**src/rtl/booth_radix4_multiplier_if.sv**
```systemverilog
// Operand/result bundle for the radix-4 Booth multiplier.
// The master side supplies operands and the start request; the slave side
// (the multiplier) returns the product and its busy/done status.
interface booth_radix4_multiplier_if #(
  parameter int size = 8
);
  logic              start;
  logic              signed_mode;
  logic [size-1:0]   A;
  logic [size-1:0]   B;
  logic [2*size-1:0] S;
  logic              busy;
  logic              done;

  modport master (
    output start, signed_mode, A, B,
    input  S, busy, done
  );

  modport slave (
    input  start, signed_mode, A, B,
    output S, busy, done
  );
endinterface

```
**src/rtl/booth_radix4_multiplier.sv**
```systemverilog
// Sequential radix-4 (modified Booth) multiplier with built-in controller.
// Operands are extended to an even internal width W so that signed and
// unsigned products share one datapath; two multiplier bits are retired per
// CALC cycle, and the accumulator carries two guard bits so that +/-2M can
// never overflow it.
module booth_radix4_multiplier #(
  parameter int size = 8
) (
  input logic CLOCK,
  input logic RESET,
  booth_radix4_multiplier_if.slave mul
);

  localparam int W  = (size % 2 == 0) ? size + 2 : size + 1;
  localparam int N  = W / 2;
  localparam int CW = $clog2(N + 1);

  typedef enum logic [1:0] {
    IDLE,
    CALC,
    DONE
  } state_t;

  state_t state;
  state_t state_next;

  logic [W-1:0]      m;
  logic [W+1:0]      hi;
  logic [W-1:0]      lo;
  logic              x;
  logic [CW-1:0]     cnt;
  logic [2*size-1:0] result;

  logic [W-1:0]      a_ext;
  logic [W-1:0]      b_ext;
  logic [W+1:0]      m_ext;
  logic [W+1:0]      pp;
  logic [W+1:0]      t;
  logic [W+1:0]      hi_next;
  logic [W-1:0]      lo_next;
  logic              x_next;
  logic [2*size-1:0] product_low;

  // Operand extension: replicate the sign bit only in signed mode.
  assign a_ext = {{(W-size){mul.signed_mode & mul.A[size-1]}}, mul.A};
  assign b_ext = {{(W-size){mul.signed_mode & mul.B[size-1]}}, mul.B};

  // State register; reset always returns to IDLE, aborting any product.
  always_ff @(posedge CLOCK) begin
    if (RESET) state <= IDLE;
    else       state <= state_next;
  end

  // Next-state logic: accept start only in IDLE, finish after N steps.
  always_comb begin
    state_next = state;
    case (state)
      IDLE:    if (mul.start) state_next = CALC;
      CALC:    if (cnt == CW'(1)) state_next = DONE;
      DONE:    state_next = IDLE;
      default: state_next = IDLE;
    endcase
  end

  // Booth recoding of {LO[1:0], X}, accumulate, then shift right by two.
  always_comb begin
    m_ext = {{2{m[W-1]}}, m};
    pp    = '0;
    case ({lo[1:0], x})
      3'b001, 3'b010: pp = m_ext;
      3'b011:         pp = m_ext << 1;
      3'b100:         pp = -(m_ext << 1);
      3'b101, 3'b110: pp = -m_ext;
      default:        pp = '0;
    endcase
    t           = hi + pp;
    hi_next     = {{2{t[W+1]}}, t[W+1:2]};
    lo_next     = {t[1:0], lo[W-1:2]};
    x_next      = lo[1];
    product_low = (2*size)'({hi_next, lo_next});
  end

  // Datapath registers: capture in IDLE, iterate in CALC, publish on the last step.
  always_ff @(posedge CLOCK) begin
    if (RESET) begin
      m      <= '0;
      hi     <= '0;
      lo     <= '0;
      x      <= 1'b0;
      cnt    <= '0;
      result <= '0;
    end else begin
      case (state)
        IDLE: begin
          if (mul.start) begin
            m   <= b_ext;
            lo  <= a_ext;
            hi  <= '0;
            x   <= 1'b0;
            cnt <= CW'(N);
          end
        end
        CALC: begin
          hi  <= hi_next;
          lo  <= lo_next;
          x   <= x_next;
          cnt <= cnt - CW'(1);
          if (cnt == CW'(1)) result <= product_low;
        end
        default: ;
      endcase
    end
  end

  assign mul.S    = result;
  assign mul.busy = (state != IDLE);
  assign mul.done = (state == DONE);

endmodule

```
**src/flat_wrapper.sv**
```systemverilog
// flat-port wrapper written by rule: the top's interface ports become plain ports
module booth_radix4_multiplier_flat 
#(
  parameter int size = 8
)
  (CLOCK, RESET, mul_start, mul_signed_mode, mul_A, mul_B, mul_S, mul_busy, mul_done);
  booth_radix4_multiplier_if #(.size(size)) mul_i ();
  input logic CLOCK;
  input logic RESET;
  input wire logic [$bits(mul_i.start)-1:0] mul_start;
  input wire logic [$bits(mul_i.signed_mode)-1:0] mul_signed_mode;
  input wire logic [$bits(mul_i.A)-1:0] mul_A;
  input wire logic [$bits(mul_i.B)-1:0] mul_B;
  output wire logic [$bits(mul_i.S)-1:0] mul_S;
  output wire logic [$bits(mul_i.busy)-1:0] mul_busy;
  output wire logic [$bits(mul_i.done)-1:0] mul_done;
  assign mul_i.start = mul_start;
  assign mul_i.signed_mode = mul_signed_mode;
  assign mul_i.A = mul_A;
  assign mul_i.B = mul_B;
  assign mul_S = mul_i.S;
  assign mul_busy = mul_i.busy;
  assign mul_done = mul_i.done;
  booth_radix4_multiplier #(.size(size)) u_core (.CLOCK(CLOCK), .RESET(RESET), .mul(mul_i));
endmodule
```
**config.mk**
```make
export PLATFORM = sky130hd
export DESIGN_NAME = booth_radix4_multiplier_flat
export DESIGN_NICKNAME = d
export VERILOG_FILES = /design/src/rtl/booth_radix4_multiplier_if.sv /design/src/rtl/booth_radix4_multiplier.sv /design/src/flat_wrapper.sv
export SDC_FILE = /design/constraint.sdc
export NUM_CORES = 1
export LEC_CHECK = 0
export BUFFER_PORTS_ARGS = -buffer_cell sky130_fd_sc_hd__buf_2
export CAP_MARGIN = 10
export CELL_PAD_IN_SITES_DETAIL_PLACEMENT = 1
export CELL_PAD_IN_SITES_GLOBAL_PLACEMENT = 1
export CORE_MARGIN = 3
export CORE_UTILIZATION = 38
export CTS_BUF_LIST = sky130_fd_sc_hd__clkbuf_8 sky130_fd_sc_hd__clkbuf_16
export CTS_CLUSTER_SIZE = 28
export DETAILED_ROUTE_END_ITERATION = 12
export GPL_ROUTABILITY_DRIVEN = 0
export PLACE_DENSITY_LB_ADDON = 0.05
export SLEW_MARGIN = 0
export SYNTH_ARGS = -nofsm -noshare
export SYNTH_HDL_FRONTEND = slang
export SYNTH_SLANG_ARGS = --single-unit
```
**constraint.sdc**
```tcl
create_clock -name CLOCK -period 3.8 [get_ports CLOCK]
set_input_delay 0.19 -clock CLOCK [delete_from_list [all_inputs] [get_ports CLOCK]]
set_output_delay 0.19 -clock CLOCK [all_outputs]
set_load 0.03 [all_outputs]
```
==> results.py, run 1 <==
metrics = {
    "sta": {
        "period_needed_ns": 3.56,
        "hold_violations": 0,
        "fin_worst_skew_ns": 0.00496,
        "max_slew_margin_pct": 33.8,
        "finalWorstSetupSlack_ns": 0.235,
        "max_clock_freq_ghz": 0.281,
        "slew_violations": 0,
        "fin_tns_setup_ns": 0,
        "final.period_utilization_pct": 93.8,
        "setup_violations": 0,
        "rsz0062_at_grt": "false",
        "tightest_slew_ns": 0.992,
    },
    "cts": {
        "h-tree-depth": 2,
        "cts-buffers-inserted": 5,
        "clk_path_buf_depth": 2,
        "clock_latency_ns": 0.31,
        "postCtsHoldBufs": 0,
        "path_clk_slew_ns": 0.11,
        "cts_tree": "done",
        "clkSinkCount": 51,
        "cts_root_buffer": "clkbuf_8",
    },
    "cells_and_area": {
        "fin_nets": 469,
        "regArea_sq_mm": 0.00102,
        "area_growth_pct": 15.6,
        "layout-drive-gt1-share_pct": 16.3,
        "multi_input_area_sq_mm": 0.00184,
        "nFillCells": 961,
        "final_area_sq_mm": 0.00348,
        "antenna_cells": 0,
    },
    "global_route": {
        "grt_use_total_pct": 20.3,
        "grt_max_degree": 53,
        "grt-ovfl-total": 0,
        "grt_pass1_vias": 2964,
        "grt_antenna_before_repair": 0,
        "grt_pass1_wl_um": 14600,
    },
    "pwr": {
        "seqPwrFrac_pct": 41.0,
        "clkPwrFrac_pct": 32.7,
        "internal-power_uw": 980,
        "p_per_area_mw_per_mm2": 417,
        "ir_drop_mv": 0.211,
        "switching_power_uw": 472,
        "p_comb_share_pct": 26.2,
        "leakage_uw": 0.00146,
        "p_sw_share_pct": 32.5,
    },
    "routing": {
        "drc_errors": 0,
        "wl_um": 8760,
        "viasPerCell": 5.50,
        "wire_per_inst_um": 16.4,
        "ant_nets": 0,
        "drt-initial-drc-count": 98,
        "firstDrtPassIters": 4,
        "vias": 2939,
    },
    "floorplan": {
        "die_y_um": 95.0,
        "initial_core_util_pct": 40.2,
        "io_pins": 38,
        "die_width_um": 95.0,
        "std_cell_rows": 31,
        "die_area_sq_mm": 0.00903,
        "core_area_sq_mm": 0.00749,
    },
    "critical_path": {
        "rr_endpoint": "u_core.hi[10]",
        "required_ns": 4.06,
        "r2r_start": "u_core.m[0]",
        "ff2ff_path_depth": 15,
        "startpoint_type": "register",
        "crit_start": "u_core.m[0]",
        "critPathKind": "reg2reg",
        "crit_path_end_kind": "register",
        "crit_path_max_fanout": 4,
        "r2r_slack_ns": 0.24,
        "cp.arrival_ns": 3.83,
    },
    "worst_hold_path": {
        "min-delay-start": "mul_B[4]",
        "hold_class": "in2reg",
        "hold_path_depth": 3,
        "hold_end": "u_core.m[4]",
    },
    "placed_design": {
        "dp_slack_ns": 0.0857,
        "dp_hpwl_um": 6330,
        "portBuffers": 37,
        "post_dp_cell_area_sq_mm": 0.00330,
    },
    "yosys": {
        "synth-main-ff-cell": "dfxtp_1",
        "synth_edf_count": 0,
        "syn_nets": 440,
        "yosysSeqAreaShare_pct": 33.9,
        "yosys.cell_types.count": 48,
        "synth_area_sq_mm": 0.00301,
        "async_reset_ff_share_pct": 0,
        "synth_area_per_cell_sq_um": 7.44,
        "synthCells": 405,
        "synth-seq-cells": 51,
        "synth_warnings": 0,
    },
    "flow_run": {
        "maxCapViolCount": 0,
    },
    "run_status": {
        "status": "completed",
    },
}
==> flip-flops by register name, summed over array words and instances, names as in the netlist <==
name and count:
u_core.mul.S 16, u_core.state 2, u_core.cnt 3, u_core.lo 10
u_core.x 1, u_core.hi 10, u_core.m 9
==> logic make-up after synthesis <==
| logic type | Yosys count | share of synthesized area, % |
|---|---|---|
| AO/OA/AOI/OAI | 121 | 25.3 |
| XOR/XNOR | 18 | 5.23 |
| adder cells (fa/ha/maj) | 15 | 6.48 |
| buffers and inverters | 43 | 5.69 |
| flip-flops | 51 | 33.9 |
| multiplexers | 5 | 1.74 |
| AND/OR/NAND/NOR | 152 | 21.6 |
==> per-stage QoR <==
step | instances | power (uW) | utilization [%] | hold WS, ns
after global placement | 523 | 968 | 44.0 | 0.431
after detailed placement | 523 | 978 | 44.0 | 0.440
final | 534 | 1450 | 46.5 | 0.105
after global routing | 534 | 1540 | 46.5 | 0.0959
after CTS | 531 | 1460 | 45.9 | 0.0882
after floorplan | 405 | 873 | - | 0.326
==> cell type report <==
class	count	share of cell area, %
clock buffer	5	1.98
clock inverter	3	2.05
inverter	11	1.19
multi-input combinational	311	52.9
sequential	51	29.3
tap	99	3.56
timing repair buffer	54	8.99
==> timing repair <==
item	in CTS	in global routing
endpoints found under the setup margin	0	1
buffers inserted	0	2
resized for setup	0	6
==> layout by cell type, fill, tap and decap left out, types with 2 or more instances in the layout <==
cell type  count
nand2_1       79
a21oi_1       52
dfxtp_1       51
buf_2         37
nor2_1        32
buf_4         17
o21ai_0       16
nand3_1       15
xnor2_1       14
ha_1          13
inv_1          9
a311oi_1       9
nor3_1         8
a211oi_1       6
a31oi_1        6
nor2b_1        5
clkbuf_8       5
xor2_1         4
a21o_1         4
o21bai_1       4
o21a_1         4
mux2i_1        3
o22ai_1        3
a22oi_1        3
a211o_1        2
or4_1          2
nand2b_1       2
nand4_1        2
a22o_1         2
bufinv_16      2
==> synth_stat cells, types with 2 or more instances <==
master     n  area share (%)
nand2_1   79             9.8
a21oi_1   52             8.6
dfxtp_1   51              34
nor2_1    32             4.0
clkbuf_1  26             3.2
o21ai_0   16             2.7
nand3_1   15             2.5
ha_1      14             5.8
xnor2_1   14             4.1
inv_1     10             1.2
a311oi_1   9             2.6
nor3_1     8             1.3
a211oi_1   6             1.5
a31oi_1    6             1.2
nor2b_1    5             1.0
a21o_1     4             1.0
o21a_1     4             1.0
o21bai_1   4             1.0
xor2_1     4             1.2
a22oi_1    3            0.75
buf_1      3            0.37
mux2i_1    3             1.0
o22ai_1    3            0.62
a211o_1    2            0.58
a221oi_1   2            0.58
a22o_1     2            0.58
buf_2      2            0.33
nand2b_1   2            0.42
nand4_1    2            0.42
o41ai_1    2            0.58
or3_1      2            0.42
or4_1      2            0.50
==> worst max path at each step <==
stage                               end  slack, ns  cells after the start
after global routing      u_core.hi[10]       0.02                     15
after detailed placement  u_core.hi[10]       0.09                     15
final                     u_core.hi[10]       0.24                     15
after floorplan           u_core.hi[10]       0.15                     15
after global placement    u_core.hi[10]       0.15                     15
after CTS                 u_core.hi[10]       0.03                     15
==> power by group through the flow <==
stage | sequential (uW) | combinational, uW | clock, uW
global route | 601 | 428 | 512
finish | 596 | 381 | 475
global placement | 606 | 362 | 0
detailed placement | 608 | 370 | 0
CTS | 596 | 372 | 490
floorplan | 605 | 268 | 0
==> routing by layer <==
layer	GRT usage (%)	vias up	part of all wire (%)
li1	-	1470	-
met2	33.9	33	48
met3	3.31	7	2.7
met4	4.81	0	0.94
met5	0	-	0
met1	27.3	1429	48
==> critical path, cell delays in order, from the launching register on <==
cell,delay (ns)
dfxtp_1,0.35
inv_2,0.08
ha_2,0.18
or3b_1,0.36
or3_4,0.34
nand2_1,0.09
xnor2_1,0.10
a221oi_2,0.27
a21oi_1,0.07
ha_1,0.36
a211o_1,0.29
o2111a_2,0.28
o41ai_2,0.20
buf_4,0.17
mux2_1,0.31
nand4_1,0.07
(Power assumes the default switching activity.)
==> run 2, diff against run 1 <==
--- a/config.mk
+++ b/config.mk
@@ -5,6 +5,7 @@
 export SDC_FILE = /design/constraint.sdc
 export NUM_CORES = 1
 export LEC_CHECK = 0
+export ABC_AREA = 1
 export BUFFER_PORTS_ARGS = -buffer_cell sky130_fd_sc_hd__buf_2
 export CAP_MARGIN = 10
 export CELL_PAD_IN_SITES_DETAIL_PLACEMENT = 1
==> run 2 against run 1 <==
  * Register-to-register slack gained 0.75 ns
  * Worst hold slack gained 0.040 ns
  * Sequential share of layout area up 2.1 points
  * Largest power group unchanged
  * Critical endpoint is now u_core.hi[7]
==> results.py, run 2 <==
metrics = {
    "cells_and_area": {
        "antenna_cells": 0,
        "nFillCells": 993,
        "layout-drive-gt1-share_pct": 16.7,
        "final_util_pct": 44.6,
        "final_cell_mix": "nand2_1, dfxtp_1, a21oi_1",
        "largest_reg_flops": 16,
        "mostFrequentLayoutCell": "nand2_1",
        "finalNonFillerCells": 529,
        "fin_nets": 464,
        "area_growth_pct": 12.7,
    },
    "cts": {
        "path_clk_slew_ns": 0.10,
        "post_cts_buffers": 0,
        "clk_path_buf_depth": 2,
        "cts_tree": "done",
        "cts-buffers-inserted": 5,
        "clkSinkCount": 51,
        "cts_root_buffer": "clkbuf_8",
        "h-tree-depth": 2,
        "clock_latency_ns": 0.31,
        "cts-resized-gates": 0,
        "postCtsHoldBufs": 0,
    },
    "global_route": {
        "grt_pass1_vias": 2774,
        "grt_antenna_before_repair": 0,
        "grt_max_degree": 33,
        "grt_use_total_pct": 19.3,
        "grt_pass1_wl_um": 13500,
        "grt-ovfl-total": 0,
    },
    "sta": {
        "final.period_utilization_pct": 74.1,
        "hold_ws_ns": 0.145,
        "max_clock_freq_ghz": 0.355,
        "tightest_slew_ns": 0.710,
        "setup_violations": 0,
        "hold_violations": 0,
        "slew_violations": 0,
        "fin_worst_skew_ns": 0.00908,
        "rsz0062_at_grt": "false",
        "period_needed_ns": 2.81,
        "fin_tns_setup_ns": 0,
        "max_slew_margin_pct": 52.5,
    },
    "flow_run": {
        "maxCapViolCount": 0,
    },
    "pwr": {
        "ir_drop_mv": 0.172,
        "leakage_uw": 0.00140,
        "power_uw": 1290,
        "p_per_area_mw_per_mm2": 396,
    },
    "routing": {
        "wl_um": 7970,
        "viasPerCell": 5.17,
        "drc_errors": 0,
        "wire_per_inst_um": 15.1,
        "firstDrtPassIters": 4,
        "ant_nets": 0,
        "vias": 2736,
        "drt-initial-drc-count": 50,
    },
    "floorplan": {
        "io_pins": 38,
        "core_area_sq_mm": 0.00729,
        "initial_core_util_pct": 39.6,
        "die_width_um": 93.1,
        "die_area_sq_mm": 0.00867,
        "die_y_um": 93.1,
        "std_cell_rows": 31,
    },
    "yosys": {
        "synth-main-ff-cell": "dfxtp_1",
        "syn_nets": 432,
        "yosys.area.top_type": "dfxtp_1",
        "async_reset_ff_share_pct": 0,
        "yosys.cell_types.count": 42,
        "yosysTopAreaCellShare_pct": 35.4,
        "synth.most_common_cell": "nand2_1",
        "synth_area_sq_mm": 0.00289,
        "synth_warnings": 0,
        "synth_top_cells_by_count": "nand2_1, dfxtp_1, a21oi_1",
        "synth_edf_count": 0,
        "synthCells": 397,
        "synth-seq-cells": 51,
        "yosysSeqAreaShare_pct": 35.4,
        "synth_area_per_cell_sq_um": 7.27,
        "synth.area.top_cells": "dfxtp_1, nand2_1, a21oi_1",
    },
    "critical_path": {
        "critPathTopFamily": "compound AO/OA/AOI/OAI gates",
        "crit_path_end_kind": "register",
        "critPathBufInv": 3,
        "crit_path_max_fanout": 5,
        "startpoint_type": "register",
        "cp_cell_sequence": "inv_1, ha_1, nand2_2, nor2_2, xor2_1, inv_1, a221oi_1, o21ai_1, ha_1, a21oi_1, o21ai_1, inv_1, nand2_1, nand2_1, nand2_1, a21oi_1, o21ai_1, a21oi_1",
        "slowest_stage": "ha_1",
        "cp.arrival_ns": 2.99,
        "required_ns": 3.97,
        "slowest_delay_ns": 0.39,
        "critPathKind": "reg2reg",
    },
    "placed_design": {
        "dp_hpwl_um": 6050,
        "dp_cells": 521,
        "portBuffers": 37,
    },
    "worst_hold_path": {
        "hold_class": "in2reg",
    },
    "run_status": {
        "status": "completed",
    },
}
==> run 2: worst reg2reg max path, cell delays in order, from the launching register on <==
cell and delay, ns:
dfxtp_1 0.33, inv_1 0.12, ha_1 0.21, nand2_2 0.09, nor2_2 0.13, xor2_1 0.16
inv_1 0.07, a221oi_1 0.25, o21ai_1 0.12, ha_1 0.39, a21oi_1 0.10, o21ai_1 0.19
inv_1 0.08, nand2_1 0.08, nand2_1 0.05, nand2_1 0.07, a21oi_1 0.06, o21ai_1 0.09
a21oi_1 0.07
==> run 2: where the power goes <==
part	switching [uW]	leakage [uW]	internal, uW
sequential	25.2	0.000416	569
clock	197	0.0000495	130
combinational	243	0.000935	123
==> run 2: metrics by stage <==
stage | cell area, sq um | setup WS, ns
finish | 3250 | 0.986
detailed placement | 3160 | 1.02
global route | 3250 | 0.674
CTS | 3250 | 0.997
global placement | 3160 | 1.03
floorplan | 2890 | 1.33
==> run 2: cell type report <==
type / count / area [sq um] / area share (%)
inverters: 40 / 150 / 4.62
repair buffers: 39 / 213 / 6.54
clock buffers: 5 / 68.8 / 2.12
multi-input cells: 292 / 1650 / 50.9
well taps: 99 / 124 / 3.81
flip-flops and latches: 51 / 1020 / 31.4
clock inverters: 3 / 21.3 / 0.654
==> run 2: kinds of logic (layout without fill, tap and decap cells) <==
logic type	count (synthesis)	count (layout)	share of synthesized area, %
AOI/OAI and AO/OA	96	96	19.4
xor gates and xnor gates	10	10	3.04
adders and majority gates	15	15	6.77
buffers and inverters	54	87	7.29
DFF	51	51	35.4
and+or+nand+nor	171	171	28.1
==> run 2: worst paths after layout <==
| kind | startpoint | endpoint | slack (ns) | cells past startpoint |
|---|---|---|---|---|
| hold reg to reg | u_core.mul.S[10] | u_core.mul.S[10] | 0.47 | 2 |
| hold / removal | mul_B[7] | u_core.m[7] | 0.14 | 3 |
| setup reg to reg | u_core.m[1] | u_core.hi[7] | 0.99 | 18 |
| setup / recovery | u_core.m[1] | u_core.hi[7] | 0.99 | 18 |
==> run 2: layer usage <==
layer	track usage, %	part of all wire [%]	up-vias
li1	-	-	1404
met1	25.8	48	1285
met2	32.8	48	39
met3	3.78	3.4	8
met4	3.42	1.0	0
met5	0	0	-
